<file path="config.mk">
export PLATFORM = sky130hd
export DESIGN_NAME = execute_stage_flat
export DESIGN_NICKNAME = d
export VERILOG_FILES = /design/src/rtl/execute_stage_if.sv /design/src/rtl/execute_stage.sv /design/src/flat_wrapper.sv
export SDC_FILE = /design/constraint.sdc
export NUM_CORES = 1
export LEC_CHECK = 0
export ABC_AREA = 1
export CAP_MARGIN = 20
export CORE_UTILIZATION = 50
export DETAILED_ROUTE_END_ITERATION = 12
export GPL_TIMING_DRIVEN = 0
export PLACE_DENSITY = 0.77
export SYNTH_ARGS = -nofsm -noshare
export SYNTH_HDL_FRONTEND = slang
export SYNTH_SLANG_ARGS = --single-unit
export TNS_END_PERCENT = 30
</file>
<file path="constraint.sdc">
create_clock -name clk -period 3.75 [get_ports clk]
set_clock_uncertainty 0.15 [all_clocks]
set_input_delay 0.5625 -clock clk [delete_from_list [all_inputs] [get_ports clk]]
set_output_delay 0.5625 -clock clk [all_outputs]
set_load 0.01 [all_outputs]
</file>
<file path="src/rtl/execute_stage_if.sv">
// Bus between the decode/execute buffer, the execute stage and the execute/memory register.
// The stage sits on the slave side. The driver of the E fields and the consumer of the M fields sits on the master side.
interface execute_stage_if #(
    parameter int DBITS   = 32,
    parameter int REGBITS = 4,
    parameter int OPBITS  = 4
);
    logic [DBITS-1:0]   incPC_E;
    logic [DBITS-1:0]   src1Data_E;
    logic [DBITS-1:0]   src2Data_E;
    logic [DBITS-1:0]   signExtImm_E;
    logic [REGBITS-1:0] destIndex_E;
    logic [OPBITS-1:0]  opCode_E;
    logic [4:0]         aluOp_E;
    logic [1:0]         src2Mux_E;
    logic [1:0]         regFileMux_E;
    logic               memWrtEn_E;
    logic               regWrtEn_E;
    logic               noop_E;
    logic [1:0]         pc_sel_E;

    logic               stall_E;
    logic               pcRedirect_E;
    logic [DBITS-1:0]   pcTarget_E;

    logic [DBITS-1:0]   aluResult_M;
    logic [DBITS-1:0]   src2Data_M;
    logic [DBITS-1:0]   incPC_M;
    logic [REGBITS-1:0] destIndex_M;
    logic [OPBITS-1:0]  opCode_M;
    logic [1:0]         regFileMux_M;
    logic               memWrtEn_M;
    logic               regWrtEn_M;
    logic               noop_M;

    modport master (
        output incPC_E, src1Data_E, src2Data_E, signExtImm_E, destIndex_E, opCode_E,
               aluOp_E, src2Mux_E, regFileMux_E, memWrtEn_E, regWrtEn_E, noop_E, pc_sel_E,
        input  stall_E, pcRedirect_E, pcTarget_E,
               aluResult_M, src2Data_M, incPC_M, destIndex_M, opCode_M, regFileMux_M,
               memWrtEn_M, regWrtEn_M, noop_M
    );

    modport slave (
        input  incPC_E, src1Data_E, src2Data_E, signExtImm_E, destIndex_E, opCode_E,
               aluOp_E, src2Mux_E, regFileMux_E, memWrtEn_E, regWrtEn_E, noop_E, pc_sel_E,
        output stall_E, pcRedirect_E, pcTarget_E,
               aluResult_M, src2Data_M, incPC_M, destIndex_M, opCode_M, regFileMux_M,
               memWrtEn_M, regWrtEn_M, noop_M
    );
endinterface

</file>
<file path="src/rtl/execute_stage.sv">
// Execute stage: ALU, multi-cycle shift-add multiply that stalls upstream,
// branch/jump resolution, and the execute/memory pipeline register.
module execute_stage #(
    parameter int DBITS   = 32,
    parameter int REGBITS = 4,
    parameter int OPBITS  = 4
) (
    input logic             clk,
    input logic             reset,
    execute_stage_if.slave  bus
);
    localparam logic [4:0] ALU_MUL = 5'h18;
    localparam int         CNTW    = $clog2(DBITS);

    typedef enum logic [1:0] {IDLE, BUSY, DONE} state_t;

    state_t             state, state_nxt;
    logic [CNTW-1:0]    cnt;
    logic [DBITS-1:0]   acc, mcand, mplier;
    logic [DBITS-1:0]   opb, alu_res, wb_res;
    logic               mul_req, stall_int, bubble;

    function automatic logic [DBITS-1:0] alu_f(input logic [4:0] op,
                                               input logic [DBITS-1:0] a,
                                               input logic [DBITS-1:0] b);
        logic signed [DBITS-1:0] a_s;
        logic signed [DBITS-1:0] b_s;
        logic [DBITS-1:0]        r;
        a_s = a;
        b_s = b;
        case (op)
            5'h00:   r = a + b;
            5'h01:   r = a - b;
            5'h02:   r = a & b;
            5'h03:   r = a | b;
            5'h04:   r = a ^ b;
            5'h05:   r = ~(a & b);
            5'h06:   r = ~(a | b);
            5'h07:   r = ~(a ^ b);
            5'h08:   r = {{(DBITS-1){1'b0}}, (a == b)};
            5'h09:   r = {{(DBITS-1){1'b0}}, (a_s < b_s)};
            5'h0A:   r = {{(DBITS-1){1'b0}}, (a_s <= b_s)};
            5'h0B:   r = {{(DBITS-1){1'b0}}, (a != b)};
            default: r = '0;
        endcase
        return r;
    endfunction

    // ---- E stage: operand select, ALU, multiply request ----
    assign opb     = (bus.src2Mux_E == 2'b01) ? bus.signExtImm_E : bus.src2Data_E;
    assign alu_res = alu_f(bus.aluOp_E, bus.src1Data_E, opb);
    assign mul_req = !bus.noop_E && (bus.aluOp_E == ALU_MUL);

    // FSM state register
    always_ff @(posedge clk or negedge reset) begin
        if (!reset) state <= IDLE;
        else        state <= state_nxt;
    end

    // FSM next-state: start on a MUL, count DBITS steps, one DONE cycle, never re-arm from DONE
    always_comb begin
        state_nxt = state;
        case (state)
            IDLE:    if (mul_req) state_nxt = BUSY;
            BUSY:    if (cnt == CNTW'(DBITS-1)) state_nxt = DONE;
            DONE:    state_nxt = IDLE;
            default: state_nxt = IDLE;
        endcase
    end

    // FSM outputs: upstream stall and whether the M register takes a bubble
    always_comb begin
        stall_int = 1'b0;
        bubble    = 1'b1;
        case (state)
            IDLE: begin
                stall_int = mul_req;
                bubble    = bus.noop_E || mul_req;
            end
            BUSY: begin
                stall_int = 1'b1;
                bubble    = 1'b1;
            end
            DONE: begin
                stall_int = 1'b0;
                bubble    = bus.noop_E;
            end
            default: begin
                stall_int = 1'b0;
                bubble    = 1'b1;
            end
        endcase
    end

    // Gating with reset lets stall fall immediately even while a MUL sits on the inputs.
    assign bus.stall_E = stall_int && reset;

    // Branch/jump resolution: only for a live, non-MUL instruction while the multiplier is idle
    always_comb begin
        bus.pcRedirect_E = 1'b0;
        bus.pcTarget_E   = '0;
        if (!bus.noop_E && (state == IDLE) && !mul_req) begin
            case (bus.pc_sel_E)
                2'b01: begin
                    if (alu_res[0]) begin
                        bus.pcRedirect_E = 1'b1;
                        bus.pcTarget_E   = bus.incPC_E + (bus.signExtImm_E << 2);
                    end
                end
                2'b10: begin
                    bus.pcRedirect_E = 1'b1;
                    bus.pcTarget_E   = bus.src1Data_E + (bus.signExtImm_E << 2);
                end
                default: begin
                    bus.pcRedirect_E = 1'b0;
                    bus.pcTarget_E   = '0;
                end
            endcase
        end
    end

    // The product replaces the ALU result in DONE; a jump-and-link writes back its return address.
    assign wb_res = (state == DONE)                           ? acc          :
                    (bus.pc_sel_E == 2'b10 && !bus.noop_E)    ? bus.incPC_E  : alu_res;

    // Shift-add multiplier: one partial product per BUSY cycle
    always_ff @(posedge clk or negedge reset) begin
        if (!reset) begin
            cnt    <= '0;
            acc    <= '0;
            mcand  <= '0;
            mplier <= '0;
        end else if (state == IDLE && mul_req) begin
            cnt    <= '0;
            acc    <= '0;
            mcand  <= bus.src1Data_E;
            mplier <= opb;
        end else if (state == BUSY) begin
            if (mplier[0]) acc <= acc + mcand;
            mcand  <= mcand << 1;
            mplier <= mplier >> 1;
            cnt    <= cnt + CNTW'(1);
        end
    end

    // ---- E/M boundary: execute/memory pipeline register ----
    always_ff @(posedge clk or negedge reset) begin
        if (!reset) begin
            bus.aluResult_M  <= '0;
            bus.src2Data_M   <= '0;
            bus.incPC_M      <= '0;
            bus.destIndex_M  <= '0;
            bus.opCode_M     <= '0;
            bus.regFileMux_M <= '0;
            bus.memWrtEn_M   <= 1'b0;
            bus.regWrtEn_M   <= 1'b0;
            bus.noop_M       <= 1'b1;
        end else begin
            bus.aluResult_M  <= wb_res;
            bus.src2Data_M   <= bus.src2Data_E;
            bus.incPC_M      <= bus.incPC_E;
            bus.destIndex_M  <= bus.destIndex_E;
            bus.opCode_M     <= bus.opCode_E;
            bus.regFileMux_M <= bus.regFileMux_E;
            bus.memWrtEn_M   <= bubble ? 1'b0 : bus.memWrtEn_E;
            bus.regWrtEn_M   <= bubble ? 1'b0 : bus.regWrtEn_E;
            bus.noop_M       <= bubble ? 1'b1 : bus.noop_E;
        end
    end
endmodule

</file>
<file path="src/flat_wrapper.sv">
// flat-port wrapper written by rule: the top's interface ports become plain ports
module execute_stage_flat 
#(
    parameter int DBITS   = 32,
    parameter int REGBITS = 4,
    parameter int OPBITS  = 4
)
  (clk, reset, bus_incPC_E, bus_src1Data_E, bus_src2Data_E, bus_signExtImm_E, bus_destIndex_E, bus_opCode_E, bus_aluOp_E, bus_src2Mux_E, bus_regFileMux_E, bus_memWrtEn_E, bus_regWrtEn_E, bus_noop_E, bus_pc_sel_E, bus_stall_E, bus_pcRedirect_E, bus_pcTarget_E, bus_aluResult_M, bus_src2Data_M, bus_incPC_M, bus_destIndex_M, bus_opCode_M, bus_regFileMux_M, bus_memWrtEn_M, bus_regWrtEn_M, bus_noop_M);
  execute_stage_if #(.DBITS(DBITS), .REGBITS(REGBITS), .OPBITS(OPBITS)) bus_i ();
  input logic clk;
  input logic reset;
  input wire logic [$bits(bus_i.incPC_E)-1:0] bus_incPC_E;
  input wire logic [$bits(bus_i.src1Data_E)-1:0] bus_src1Data_E;
  input wire logic [$bits(bus_i.src2Data_E)-1:0] bus_src2Data_E;
  input wire logic [$bits(bus_i.signExtImm_E)-1:0] bus_signExtImm_E;
  input wire logic [$bits(bus_i.destIndex_E)-1:0] bus_destIndex_E;
  input wire logic [$bits(bus_i.opCode_E)-1:0] bus_opCode_E;
  input wire logic [$bits(bus_i.aluOp_E)-1:0] bus_aluOp_E;
  input wire logic [$bits(bus_i.src2Mux_E)-1:0] bus_src2Mux_E;
  input wire logic [$bits(bus_i.regFileMux_E)-1:0] bus_regFileMux_E;
  input wire logic [$bits(bus_i.memWrtEn_E)-1:0] bus_memWrtEn_E;
  input wire logic [$bits(bus_i.regWrtEn_E)-1:0] bus_regWrtEn_E;
  input wire logic [$bits(bus_i.noop_E)-1:0] bus_noop_E;
  input wire logic [$bits(bus_i.pc_sel_E)-1:0] bus_pc_sel_E;
  output wire logic [$bits(bus_i.stall_E)-1:0] bus_stall_E;
  output wire logic [$bits(bus_i.pcRedirect_E)-1:0] bus_pcRedirect_E;
  output wire logic [$bits(bus_i.pcTarget_E)-1:0] bus_pcTarget_E;
  output wire logic [$bits(bus_i.aluResult_M)-1:0] bus_aluResult_M;
  output wire logic [$bits(bus_i.src2Data_M)-1:0] bus_src2Data_M;
  output wire logic [$bits(bus_i.incPC_M)-1:0] bus_incPC_M;
  output wire logic [$bits(bus_i.destIndex_M)-1:0] bus_destIndex_M;
  output wire logic [$bits(bus_i.opCode_M)-1:0] bus_opCode_M;
  output wire logic [$bits(bus_i.regFileMux_M)-1:0] bus_regFileMux_M;
  output wire logic [$bits(bus_i.memWrtEn_M)-1:0] bus_memWrtEn_M;
  output wire logic [$bits(bus_i.regWrtEn_M)-1:0] bus_regWrtEn_M;
  output wire logic [$bits(bus_i.noop_M)-1:0] bus_noop_M;
  assign bus_i.incPC_E = bus_incPC_E;
  assign bus_i.src1Data_E = bus_src1Data_E;
  assign bus_i.src2Data_E = bus_src2Data_E;
  assign bus_i.signExtImm_E = bus_signExtImm_E;
  assign bus_i.destIndex_E = bus_destIndex_E;
  assign bus_i.opCode_E = bus_opCode_E;
  assign bus_i.aluOp_E = bus_aluOp_E;
  assign bus_i.src2Mux_E = bus_src2Mux_E;
  assign bus_i.regFileMux_E = bus_regFileMux_E;
  assign bus_i.memWrtEn_E = bus_memWrtEn_E;
  assign bus_i.regWrtEn_E = bus_regWrtEn_E;
  assign bus_i.noop_E = bus_noop_E;
  assign bus_i.pc_sel_E = bus_pc_sel_E;
  assign bus_stall_E = bus_i.stall_E;
  assign bus_pcRedirect_E = bus_i.pcRedirect_E;
  assign bus_pcTarget_E = bus_i.pcTarget_E;
  assign bus_aluResult_M = bus_i.aluResult_M;
  assign bus_src2Data_M = bus_i.src2Data_M;
  assign bus_incPC_M = bus_i.incPC_M;
  assign bus_destIndex_M = bus_i.destIndex_M;
  assign bus_opCode_M = bus_i.opCode_M;
  assign bus_regFileMux_M = bus_i.regFileMux_M;
  assign bus_memWrtEn_M = bus_i.memWrtEn_M;
  assign bus_regWrtEn_M = bus_i.regWrtEn_M;
  assign bus_noop_M = bus_i.noop_M;
  execute_stage #(.DBITS(DBITS), .REGBITS(REGBITS), .OPBITS(OPBITS)) u_core (.clk(clk), .reset(reset), .bus(bus_i));
endmodule
</file>
==> summary.md <==
| Metric | Value |
|---|---|
| Status | finished with violations |
| Failing checks | setup timing |
| R2R Path Start | u_core.state[0] |
| R2R setup slack | approximately 0.50 ns |
| Reg2reg path depth | 8 |
| Latest clock arrival within the worst-skew pair | 0.58 ns |
| Max-Cap Viols | 0 |
| Clock sinks | around 210 |
| Worst-Margin Slew | 1.22 ns |
| Sequential-to-total area share from yosys stat | 0.257 |
| #FFs+latches synth | between 200 and 250 |
| Die ar. | approximately 42,000 sq um |
| Root Driver | clkbuf_16 |
| IO Count | 295 |
| Critical Path End | bus_pcTarget_E[15] |
| HP Class | input port to flip-flop |
| Die X | just over 200 microns |
| Reg area | between 5000 and 6000 sq um |
| First drt pass iteration count | 8 |
| N_diodes | 0 |
| P per Cell Area | about 440 nW/um^2 |
| Post-Syn Nets | 3,487 |
| Vias in the first global route | 25,400 |
| # nets final | approximately 4,000 |
| Clk pin slew, worst setup/hold paths | roughly 0.060 ns |
| Antenna-violating nets left | 0 |
| Crit Path Category | input port to output pin |
| Pre-CTS setup slack | -2.89 ns |
| CTS tree | done |
| Worst path slowest cell | clkdlybuf4s50_1 |
| Crit-path max cell delay | 0.51 ns |
| Largest net degree at the start of global routing | 111 |
| Most common library cell in the layout ignoring fill and taps | nand2_1 |
| DR WL/cell | 25.9 microns |
| Initial Util | 0.507 |
| Fillers | between 3,000 and 4,000 |
| Top_reg_cell synth | dfrtp_1 |
| Global route overflow | 0 |
| Post-synth cell types | 56 |
| Row count | 74 |
| Hold Vio Cnt, Final | 0 |
| First-pass GRT wire length | 152 mm |
| Final Max Slew Viols | 0 |
| Buffers on Ports | slightly below 300 |
| Final Wtd Congestion | 1.12 |
| DR DRC count | 0 |
| Die H | slightly above 200 microns |
| Req. time, crit path | roughly 3.0 ns |
| Headroom to the max-slew limit | 0.185 |
| Num CTS Buffers | 26 |
| Avg Vias per Cell | approximately 6.3 |
| Area of the multi-input gates | ~14,000 sq um |
| Share of cells above drive strength 1 | 0.135 |
| Core area | ~41,000 sq um |
| Crit path max fanout | 6 |
| Endpoints failing setup | 35 |
| Ys async rst share | 1.00 |
| Final instance area | 27,200 sq um |
| Critical Path Start | bus_src2Data_E[3] |
| Syn Inst Count | around 3,100 |
| Worst setup SP type | input port |
| Commonest non-fill, non-tap cells in the layout | nand2_1 (713), inv_1 (392), nor2_1 (287) |
| Initial antenna violation count | 2 |
| Setup TNS | -23.31 ns |
| Initial DRC Count | between 3,000 and 4,000 |
| RSZ-0062 raised after global routing | yes |
| Min Tclk post-route | roughly 4.5 ns |
| Bufs on Longest Clock Path | 3 |
| Placed insts | approximately 4,000 |
| Final Instance Count excl. Fillers | 4,111 |
| Critical Path AT | 3.81 ns |
| Cell area after synthesis | between 20,000 and 25,000 sq um |
| Leakage Power | around 13 nW |
| Worst setup margin | -0.770 ns |
| Wirelength, routed | around 110 mm |
| Yosys warns | 0 |
| CP Capture Type | output pin |
| Vias | ~26,000 |
| Tcrit/Tclk final | 1.21 |
| Pwr Total | roughly 12 mW |
| Average size of a mapped cell | around 6.6 sq um |
| Dpl hpwl | 80.6 mm |
| Max Fclk | 221 MHz |
| Post-synth EDFFs | 0 |
| Layout area overhead | 31.6% |
| Gr usage total | 0.490 |
| DP Area | roughly 24,000 sq um |
| Reg2Reg Capture Point | u_core.acc[4] |
| Worst vdd ir | about 0.00039 V |
| H-tree levels | 1 |
| CP dominant cell by count | nand2_4 |
## flip-flops by register name (all words and copies together) (netlist names), 5 cells and up
signal / count
u_core.acc: 32
u_core.bus.aluResult_M: 32
u_core.bus.incPC_M: 32
u_core.bus.src2Data_M: 32
u_core.mcand: 32
u_core.mplier: 32
u_core.cnt: 5
## per-stage QoR
stage / hold slack, ns / util
after floorplan: 0.117 / -
after global placement: 0.339 / 0.595
after detailed placement: 0.347 / 0.596
after CTS: 0.145 / 0.655
after global routing: 0.0168 / 0.667
final: 0.00328 / 0.667
## metal layers
layer	global-route usage	part of all wire	wire [microns]	vias to the layer above
li1	-	-	-	11300
met1	0.564	0.35	37300	12000
met2	0.794	0.45	47600	1916
met3	0.119	0.12	12300	536
met4	0.359	0.088	9400	2
met5	0	0.00012	13	-
## layout make-up
class / count / share of cell area
clock buffer: 31 / 0.0265
clock inverter: 17 / 0.0104
sequential: 212 / 0.195
buffer: 97 / 0.0248
inverter: 443 / 0.0624
timing repair buffer: 391 / 0.135
multi-input combinational: 2388 / 0.521
tap: 532 / 0.0245
## cells by family after synthesis
family,Yosys count,share of synthesized area
AND/OR/NAND/NOR,1423,0.297
adder cells (fa/ha/maj),194,0.119
buffers and inverters,543,0.106
flip-flops,212,0.257
XOR/XNOR,32,0.0135
AO/OA/AOI/OAI,737,0.208
## cells in the mapped netlist (30+ instances only)
cell / instances / share of area
a21oi_1: 244 / 0.059
a21oi_2: 32 / 0.014
clkbuf_1: 62 / 0.011
dfrtp_1: 211 / 0.26
ha_1: 189 / 0.11
inv_1: 419 / 0.076
nand2_1: 740 / 0.13
nand3_1: 216 / 0.052
nand3_2: 30 / 0.015
nand4_1: 36 / 0.011
nor2_1: 294 / 0.053
nor3_1: 42 / 0.010
o21ai_0: 258 / 0.062
o22ai_1: 44 / 0.013
## worst max-delay path: cells and delay by family
| family | cells | cell delay [ns] |
|---|---|---|
| AOI/OAI and AO/OA | 3 | 0.46 |
| adders and majority gates | 1 | 0.29 |
| buffers and inverters | 7 | 1.21 |
| and+or+nand+nor | 14 | 1.24 |
## power by group
| part | leakage, nW | switching [mW] | internal (mW) |
|---|---|---|---|
| sequential | 2.66 | 0.419 | 2.81 |
| combinational | 10.2 | 3.70 | 1.97 |
| clock | 0.490 | 1.19 | 1.86 |
## worst min-delay path by stage
stage / start / to / slack [ns] / cells past startpoint
final: bus_src2Data_E[5] / u_core.bus.src2Data_M[5] / 0.003 / 1
after CTS: bus_src2Data_E[11] / u_core.bus.src2Data_M[11] / 0.15 / 1
after floorplan: reset / u_core.acc[0] / 0.12 / 0
after detailed placement: u_core.cnt[4] / u_core.cnt[4] / 0.35 / 1
after global placement: u_core.cnt[4] / u_core.cnt[4] / 0.34 / 1
after global routing: bus_src2Data_E[29] / u_core.bus.src2Data_M[29] / 0.02 / 1
## what timing repair did
action	CTS	global route
buffers inserted	57	28
pin swaps	53	43
hold buffers	1	0
setup endpoints to repair	65	42
hold endpoints to repair	102	0
resized for setup	460	78
gates cloned	7	4
Note: power is estimated with default switching activity, not from simulation.
